$ cat config.mk
export PLATFORM = sky130hd
export DESIGN_NAME = tap_change_fifo
export DESIGN_NICKNAME = d
export VERILOG_FILES = /design/src/rtl/tap_change_fifo.sv
export SDC_FILE = /design/constraint.sdc
export NUM_CORES = 1
export LEC_CHECK = 0
export CELL_PAD_IN_SITES_DETAIL_PLACEMENT = 0
export CELL_PAD_IN_SITES_GLOBAL_PLACEMENT = 1
export CORE_ASPECT_RATIO = 0.8
export CORE_MARGIN = 5
export CORE_UTILIZATION = 50
export DETAILED_ROUTE_END_ITERATION = 8
export PLACE_DENSITY = 0.8
export SLEW_MARGIN = 20
export SYNTH_ARGS = -nofsm -noshare
export SYNTH_HDL_FRONTEND = slang
export SYNTH_SLANG_ARGS = --single-unit
$ cat constraint.sdc
create_clock -name clk -period 5.4 [get_ports clk]
set_input_delay 0.81 -clock clk [delete_from_list [all_inputs] [get_ports clk]]
set_output_delay 0.81 -clock clk [all_outputs]
set_load 0.02 [all_outputs]
$ cat src/rtl/tap_change_fifo.sv
// Change-detecting tap capture feeding a small valid/ready FIFO with saturating drop count.
// Optional per-entry cycle timestamp on out_ts when TAP_CHANGE_FIFO_TIMESTAMP_EN is defined.
module tap_change_fifo #(
    parameter int unsigned DATA_W = 8,
    parameter int unsigned DEPTH  = 4
) (
    input  logic                    clk,
    input  logic                    rst_n,
    input  logic [DATA_W-1:0]       tap_value,
    input  logic                    tap_en,
    output logic                    out_valid,
    input  logic                    out_ready,
    output logic [DATA_W-1:0]       out_data,
    output logic [$clog2(DEPTH):0]  out_level,
    output logic [7:0]              drop_cnt
`ifdef TAP_CHANGE_FIFO_TIMESTAMP_EN
    ,
    output logic [15:0]             out_ts
`endif
);

    localparam int unsigned PTR_W = $clog2(DEPTH);
    localparam int unsigned LVL_W = PTR_W + 1;
    localparam int unsigned TS_W  = 16;

    typedef enum logic [1:0] {
        IDLE  = 2'd0,
        ARM   = 2'd1,
        TRACK = 2'd2
    } state_t;

    state_t              state_q;
    state_t              state_n;
    logic                capture;
    logic [DATA_W-1:0]   last_q;

    logic [DATA_W-1:0]   mem [DEPTH];
    logic [PTR_W-1:0]    wr_ptr_q;
    logic [PTR_W-1:0]    rd_ptr_q;
    logic [PTR_W-1:0]    rd_ptr_inc;
    logic [LVL_W-1:0]    level_n;
    logic [DATA_W-1:0]   head_data_n;
    logic                full;
    logic                pop;
    logic                push;
    logic                drop;
    logic                head_from_input;

    // Capture FSM state register
    always_ff @(posedge clk or negedge rst_n) begin
        if (!rst_n) begin
            state_q <= IDLE;
        end else begin
            state_q <= state_n;
        end
    end

    // Next state and capture decision; leaving TRACK never captures
    always_comb begin
        state_n = state_q;
        capture = 1'b0;
        case (state_q)
            IDLE: begin
                if (tap_en) begin
                    state_n = ARM;
                end
            end
            ARM: begin
                capture = 1'b1;
                state_n = tap_en ? TRACK : IDLE;
            end
            TRACK: begin
                if (!tap_en) begin
                    state_n = IDLE;
                end else if (tap_value != last_q) begin
                    capture = 1'b1;
                end
            end
            default: begin
                state_n = IDLE;
            end
        endcase
    end

    // Last-captured value follows every capture attempt, dropped or not
    always_ff @(posedge clk or negedge rst_n) begin
        if (!rst_n) begin
            last_q <= '0;
        end else if (capture) begin
            last_q <= tap_value;
        end
    end

    assign full       = (out_level == LVL_W'(DEPTH));
    assign pop        = out_valid & out_ready;
    assign push       = capture & (~full | pop);
    assign drop       = capture & full & ~pop;
    assign rd_ptr_inc = rd_ptr_q + PTR_W'(1);

    always_comb begin
        level_n = out_level;
        case ({push, pop})
            2'b10:   level_n = out_level + LVL_W'(1);
            2'b01:   level_n = out_level - LVL_W'(1);
            default: level_n = out_level;
        endcase
    end

    // Head after this edge: newly pushed entry when the FIFO is (or drains to) empty
    assign head_from_input = (out_level == '0) || (pop && (out_level == LVL_W'(1)));

    always_comb begin
        head_data_n = out_data;
        if (head_from_input) begin
            if (push) begin
                head_data_n = tap_value;
            end
        end else if (pop) begin
            head_data_n = mem[rd_ptr_inc];
        end
    end

    always_ff @(posedge clk) begin
        if (push) begin
            mem[wr_ptr_q] <= tap_value;
        end
    end

    always_ff @(posedge clk or negedge rst_n) begin
        if (!rst_n) begin
            wr_ptr_q  <= '0;
            rd_ptr_q  <= '0;
            out_level <= '0;
            out_valid <= 1'b0;
            out_data  <= '0;
        end else begin
            if (push) begin
                wr_ptr_q <= wr_ptr_q + PTR_W'(1);
            end
            if (pop) begin
                rd_ptr_q <= rd_ptr_inc;
            end
            out_level <= level_n;
            out_valid <= (level_n != '0);
            out_data  <= head_data_n;
        end
    end

    // Drop counter saturates rather than wrapping
    always_ff @(posedge clk or negedge rst_n) begin
        if (!rst_n) begin
            drop_cnt <= '0;
        end else if (drop && (drop_cnt != 8'hFF)) begin
            drop_cnt <= drop_cnt + 8'd1;
        end
    end

`ifdef TAP_CHANGE_FIFO_TIMESTAMP_EN
    logic [TS_W-1:0] ts_q;
    logic [TS_W-1:0] ts_stamp;
    logic [TS_W-1:0] ts_mem [DEPTH];
    logic [TS_W-1:0] head_ts_n;

    // Stamp equals the cycle count reached on the sampling edge
    assign ts_stamp = ts_q + TS_W'(1);

    always_ff @(posedge clk or negedge rst_n) begin
        if (!rst_n) begin
            ts_q <= '0;
        end else begin
            ts_q <= ts_stamp;
        end
    end

    always_ff @(posedge clk) begin
        if (push) begin
            ts_mem[wr_ptr_q] <= ts_stamp;
        end
    end

    always_comb begin
        head_ts_n = out_ts;
        if (head_from_input) begin
            if (push) begin
                head_ts_n = ts_stamp;
            end
        end else if (pop) begin
            head_ts_n = ts_mem[rd_ptr_inc];
        end
    end

    always_ff @(posedge clk or negedge rst_n) begin
        if (!rst_n) begin
            out_ts <= '0;
        end else begin
            out_ts <= head_ts_n;
        end
    end
`endif

endmodule

==> After elaboration in Yosys (flattened, before gate mapping) <==
Memory sizes are Yosys's and may differ from the RTL's.
Cells that the tools add are included.
{ "totals": {"ff_bits": 34, "ramBits": 32, "inputBits": 12, "out_inout_bits": 20, "mem_count": 1} }
{ "classes": {"addsub": 5, "n_eq_ne": 11, "mux": 13, "bitwise_logic": 7, "n_reduce_logical": 9} }
{ "memory_table": {"columns": ["memory", "depth", "width", "rd", "rd_clocked_by_memory_dff", "write_ports", "line_no", "source"], "rows": [
  ["mem", 4, 8, 1, 0, 1, "37", "logic [DATA_W-1:0] mem [DEPTH];"]
]} }
{ "ops": {"columns": ["cell", "count"], "rows": [
  ["$mux 8", 3],
  ["$add 8x1->8 const B", 1],
  ["$ne 8x8->1", 1],
  ["$ne 8x8->1 const B", 1],
  ["$mux 2", 3],
  ["$ne 2x2->1 const B", 3],
  ["$pmux 2 s3", 1],
  ["$pmux 3 s2", 1],
  ["$add 2x1->2 const B", 2],
  ["$and 1x1->1", 4],
  ["$eq 2x1->1 const B", 2],
  ["$eq 2x2->1 const B", 2],
  ["$mux 1", 4],
  ["$reduce_and 2->1", 2],
  ["$add 3x1->3 const B", 1],
  ["$eq 3x1->1 const B", 1],
  ["$eq 3x3->1 const B", 1],
  ["$logic_not 3->1", 1],
  ["$reduce_bool 3->1", 1],
  ["$sub 3x1->3 const B", 1],
  ["$logic_and 1x1->1", 2],
  ["$logic_not 2->1", 1],
  ["$not 1->1", 2],
  ["$pmux 1 s2", 1],
  ["3 further kinds", 3]
]} }

==> Depth between registers and ports, before layout <==
{ "depth": {"ltp_word": 8, "depth_mapped": 10} }

==> Worst setup path after synthesis <==
Ideal clock, no wire load.
{ "synth_timing": {"path_type": "in2reg", "start": "input port tap_value[7]", "end": "register out_valid", "arrival_ns": 2.527, "setup_slack_ns": 2.742, "cell_stages": 10, "cell_sequence": "xnor2_1 -> nand4_1 -> o2111ai_4 -> a21oi_2 -> inv_1 -> ha_1 -> a22o_1 -> a21oi_1 -> a31oi_1 -> or3_1"} }
{ "synth_via": {"elab_chain_cells": 8, "elab_cells_between_ends": 9, "cone_classes": "eq/ne (3); mux (4); bitwise (1); reduce/logical (1)"} }
{ "synth_rtl": {"columns": ["item", "line_no", "source"], "rows": [
  ["from (decl)", "9", "input logic [DATA_W-1:0] tap_value,"],
  ["$ne 8x8->1 (*)", "75", "end else if (tap_value != last_q) begin"],
  ["$mux 1 (*)", "75", null],
  ["$mux 1 (*)", "73", "if (!tap_en) begin"],
  ["$pmux 1 s2 (*)", "62", "case (state_q)"],
  ["$and 1x1->1 (*)", "96", "assign push = capture & (~full | pop);"],
  ["named net push", "45", "logic push;"],
  ["$eq 2x1->1 / $eq 2x2->1 (equally long branches)", "102", "case ({push, pop})"],
  ["$pmux 3 s2 (*)", "102", null],
  ["named net level_n[2]", "41", "logic [LVL_W-1:0] level_n;"],
  ["$reduce_bool 3->1 (*)", "144", "out_valid <= (level_n != '0);"],
  ["to (signal assigned)", "144", null],
  ["to (decl)", "11", "output logic out_valid,"]
]} }
Mark *: on every way through the listed nets, which the timed path passes. The rest lies on a longest branch.
A chain may end at the register's enable or synchronous reset.

==> Final worst setup path <==
{ "layout_timing": {"start": "input port tap_value[6]", "end": "register out_valid"} }
The elaborated chain is that of the path after synthesis.

==> flow_summary.yaml <==
floorplanning:
  start_util_pct: 51.32
  dieArea_mm2: 0.007699
  core_area_mm2: 0.005881
  io_pins: 32
  dieWidth_um: 96.86
  die-height_um: 79.49
  rows: 25
sta:
  slew_headroom_pct: 38.80
  rsz0062_at_grt: "no"
  fin_tns_setup_ns: 0
  clock_skew_ns: 0.005904
  maxSlewViolCount: 0
  hold_viol: 0
  fmax_mhz: 307.4
  finalSetupViolCount: 0
  fin_crit_sh_pct: 60.24
  tightestPinTransition_ns: 0.9146
  period_needed_ns: 3.253
logic_synthesis:
  ys.warnings.count: 0
  ys_types: 33
  syn_area_mm2: 0.003018
  yosysSeqAreaShare_pct: 60.03
  syn_area_per_cell_um2: 15.24
  syn_inst: 198
  ys_ff_latch: 66
  syn_nets: 224
clock_network:
  clk_path_buf_depth: 2
  cts_tree: "built"
  clkSinkCount: 66
  cts.clk_slew.worst_paths_ns: 0.07
  cts_resized: 0
  insertion_delay_ns: 0.34
  cts_hold_buf: 0
  post-cts-setup-buffers: 0
  numCtsBuffers: 9
  cts_root_buf: "clkbuf_8"
  htreeDepth: 3
job:
  drv_cap: 0
global_routing:
  grt.total_usage_pct: 16.51
  antenna_found_initial: 0
  grt_util_met1_pct: 21.21
  grt_use_met2_pct: 26.31
  grt_max_degree: 35
  grt_pass1_vias: 1837
  grt-ovfl-total: 0
  top_usage_layer: "met2"
  grt_pass1_wl_mm: 9.660
  grt_use_met3_pct: 6.638
place:
  dp.cells: 308
  dp_hpwl_mm: 4.012
  place_congestion: 0.8889
  io_buffers: 31
setup_path:
  arrival_ns: 3.47
  cp-startpoint: "tap_value[6]"
  start_kind: "input pin"
  crit_slowest_cell: "clkdlybuf4s50_1"
  crit_fanout: 10
  crit_type: "input pin to flip-flop"
  end_kind: "flip-flop"
  reg2reg_from: "state_q[0]"
  crit_chain: "clkdlybuf4s50_1 -> xnor2_1 -> nand4_1 -> o2111ai_4 -> a21oi_2 -> inv_1 -> ha_1 -> a22o_1 -> a21oi_1 -> a31oi_1 -> or3_1"
  cp.required_ns: 5.62
  cpLargestDelayFamily: "compound AO/OA/AOI/OAI gates"
  worst-path-buf-inv: 2
  max_stage_delay_ns: 0.54
worst_hold_path:
  min_from: "drop_cnt[6]"
  worstHoldPathType: "flip-flop to flip-flop"
outcome:
  status: "finished clean"
drt:
  wl_per_cell_um: 18.04
  routed-via-count: 1751
  drt_first_pass_iters: 4
  drc: 0
  final_antenna_net_count: 0
  avgViaCountPerCell: 5.404
  drtIter0Drc: 104
  finalWirelength_mm: 5.846
layout:
  final-seq-area_mm2: 0.001812
  area_growth_pct: 21.43
  fin_nets: 264
  fillCellCount: 480
  multiInputGateArea_mm2: 0.001151
  drive_gt1_share_pct: 21.81
  diodes: 0
  fin_cells: 324
power:
  power_density_mw_per_mm2: 575.2
  p_leak_nw: 1.418
  vdd_drop_max_mv: 0.2816
  p_total_mw: 2.108
## synth_stat cells (all sizes together)
| library cell | n | area [um^2] |
|---|---|---|
| dfrtp | 34 | 850.8 |
| edfxtp | 32 | 960.9 |
| mux2 | 26 | 292.8 |
| ha | 14 | 175.2 |
| inv | 11 | 41.29 |
| xnor2 | 11 | 96.34 |
| nand2 | 9 | 36.29 |
| mux4 | 8 | 180.2 |
| xor2 | 7 | 61.31 |
| o21ai | 6 | 30.02 |
| a21oi | 5 | 28.78 |
| and2 | 4 | 25.02 |
| nand3 | 4 | 20.02 |
| a2111oi | 3 | 26.28 |
| a211oi | 3 | 22.52 |
| nand4 | 3 | 18.77 |
| nor2b | 3 | 18.77 |
| a31oi | 2 | 12.51 |
| buf | 2 | 10.01 |
| mux2i | 2 | 20.02 |
| a22o | 1 | 8.760 |
| and3 | 1 | 6.260 |
| clkbuf | 1 | 3.750 |
| nor2 | 1 | 3.750 |
| o2111ai | 1 | 26.28 |
| o211ai | 1 | 7.510 |
| o22ai | 1 | 6.260 |
| o31ai | 1 | 21.27 |
| or3 | 1 | 6.260 |
## per-stage QoR
stage / area [um^2] / hold slack (ns) / util, % / worst slack [ns]
floorplan: 3018 / 0.5021 / - / 2.742
global placement: 3423 / 0.4694 / 58.21 / 1.980
detailed placement: 3423 / 0.4868 / 58.21 / 1.820
CTS: 3665 / 0.4991 / 62.32 / 2.173
global route: 3665 / 0.5260 / 62.32 / 1.975
finish: 3665 / 0.4933 / 62.32 / 2.147
## cells in the final DEF (no fill, tap or decap), types with 5 or more instances in the layout
cell type        Yosys  routed
mux2_2              25      25
edfxtp_1            32      32
clkdlybuf4s50_1      0      31
xor2_1               7       7
ha_1                14      14
inv_1               11      11
clkbuf_8             0       9
dfrtp_1             34      34
xnor2_1             11      11
mux4_2               8       8
nand2_1              8       8
o21ai_0              5       5
## layout make-up
cell class / count / area share, %
clock inverters: 6 / 3.107
multi-input cells: 118 / 31.41
repair buffers: 32 / 8.672
clock buffers: 10 / 3.482
inverters: 11 / 1.127
well taps: 81 / 2.765
flip-flops and latches: 66 / 49.44
## per-layer routing
layer | part of all wire (%) | vias up | routed length (um)
met1 | 45 | 872 | 2642
met3 | 5.1 | 12 | 301
met5 | 0 | - | 0
met4 | 1.4 | 0 | 82
met2 | 48 | 50 | 2820
li1 | - | 817 | -
## worst register-to-register path: stages, from the launching register on
cell and delay [ns]:
dfrtp_1 0.39, inv_1 0.10, ha_1 0.29, o2111ai_4 0.27
a21oi_2 0.40, inv_1 0.08, ha_1 0.23, a22o_1 0.22
a21oi_1 0.17, a31oi_1 0.08, or3_1 0.33
## registers in the layout (all words and copies together), names as in the netlist
register   cells
mem           32
out_data       8
last_q         8
rd_ptr_q       2
drop_cnt       8
wr_ptr_q       2
out_valid      1
out_level      3
state_q        2
## cell families after synthesis
group                      Yosys count  synth area share (%)
xor gates and xnor gates            18                 5.224
DFF                                 66                 60.03
and+or+nand+nor                     26                 4.478
AOI/OAI and AO/OA                   24                 6.302
buffers and inverters               14                 1.824
muxes                               36                 16.33
adders and majority gates           14                 5.804
## power by group
part	switching [mW]	internal (mW)	total (mW)
logic	0.387	0.423	0.811
clock network	0.189	0.308	0.497
registers	0.122	0.678	0.800
total	0.699	1.41	2.11
## final timing paths
check / to / slack, ns / cells past startpoint
max in group asynchronous: out_data[1] / 4.19 / 2
worst max register to register: out_valid / 2.70 / 10
worst max-delay path: out_valid / 2.15 / 11
worst min register to register: drop_cnt[6] / 0.49 / 1
worst min-delay path: drop_cnt[6] / 0.49 / 1
min in group asynchronous: out_data[3] / 0.89 / 2
(Power assumes the default switching activity.)
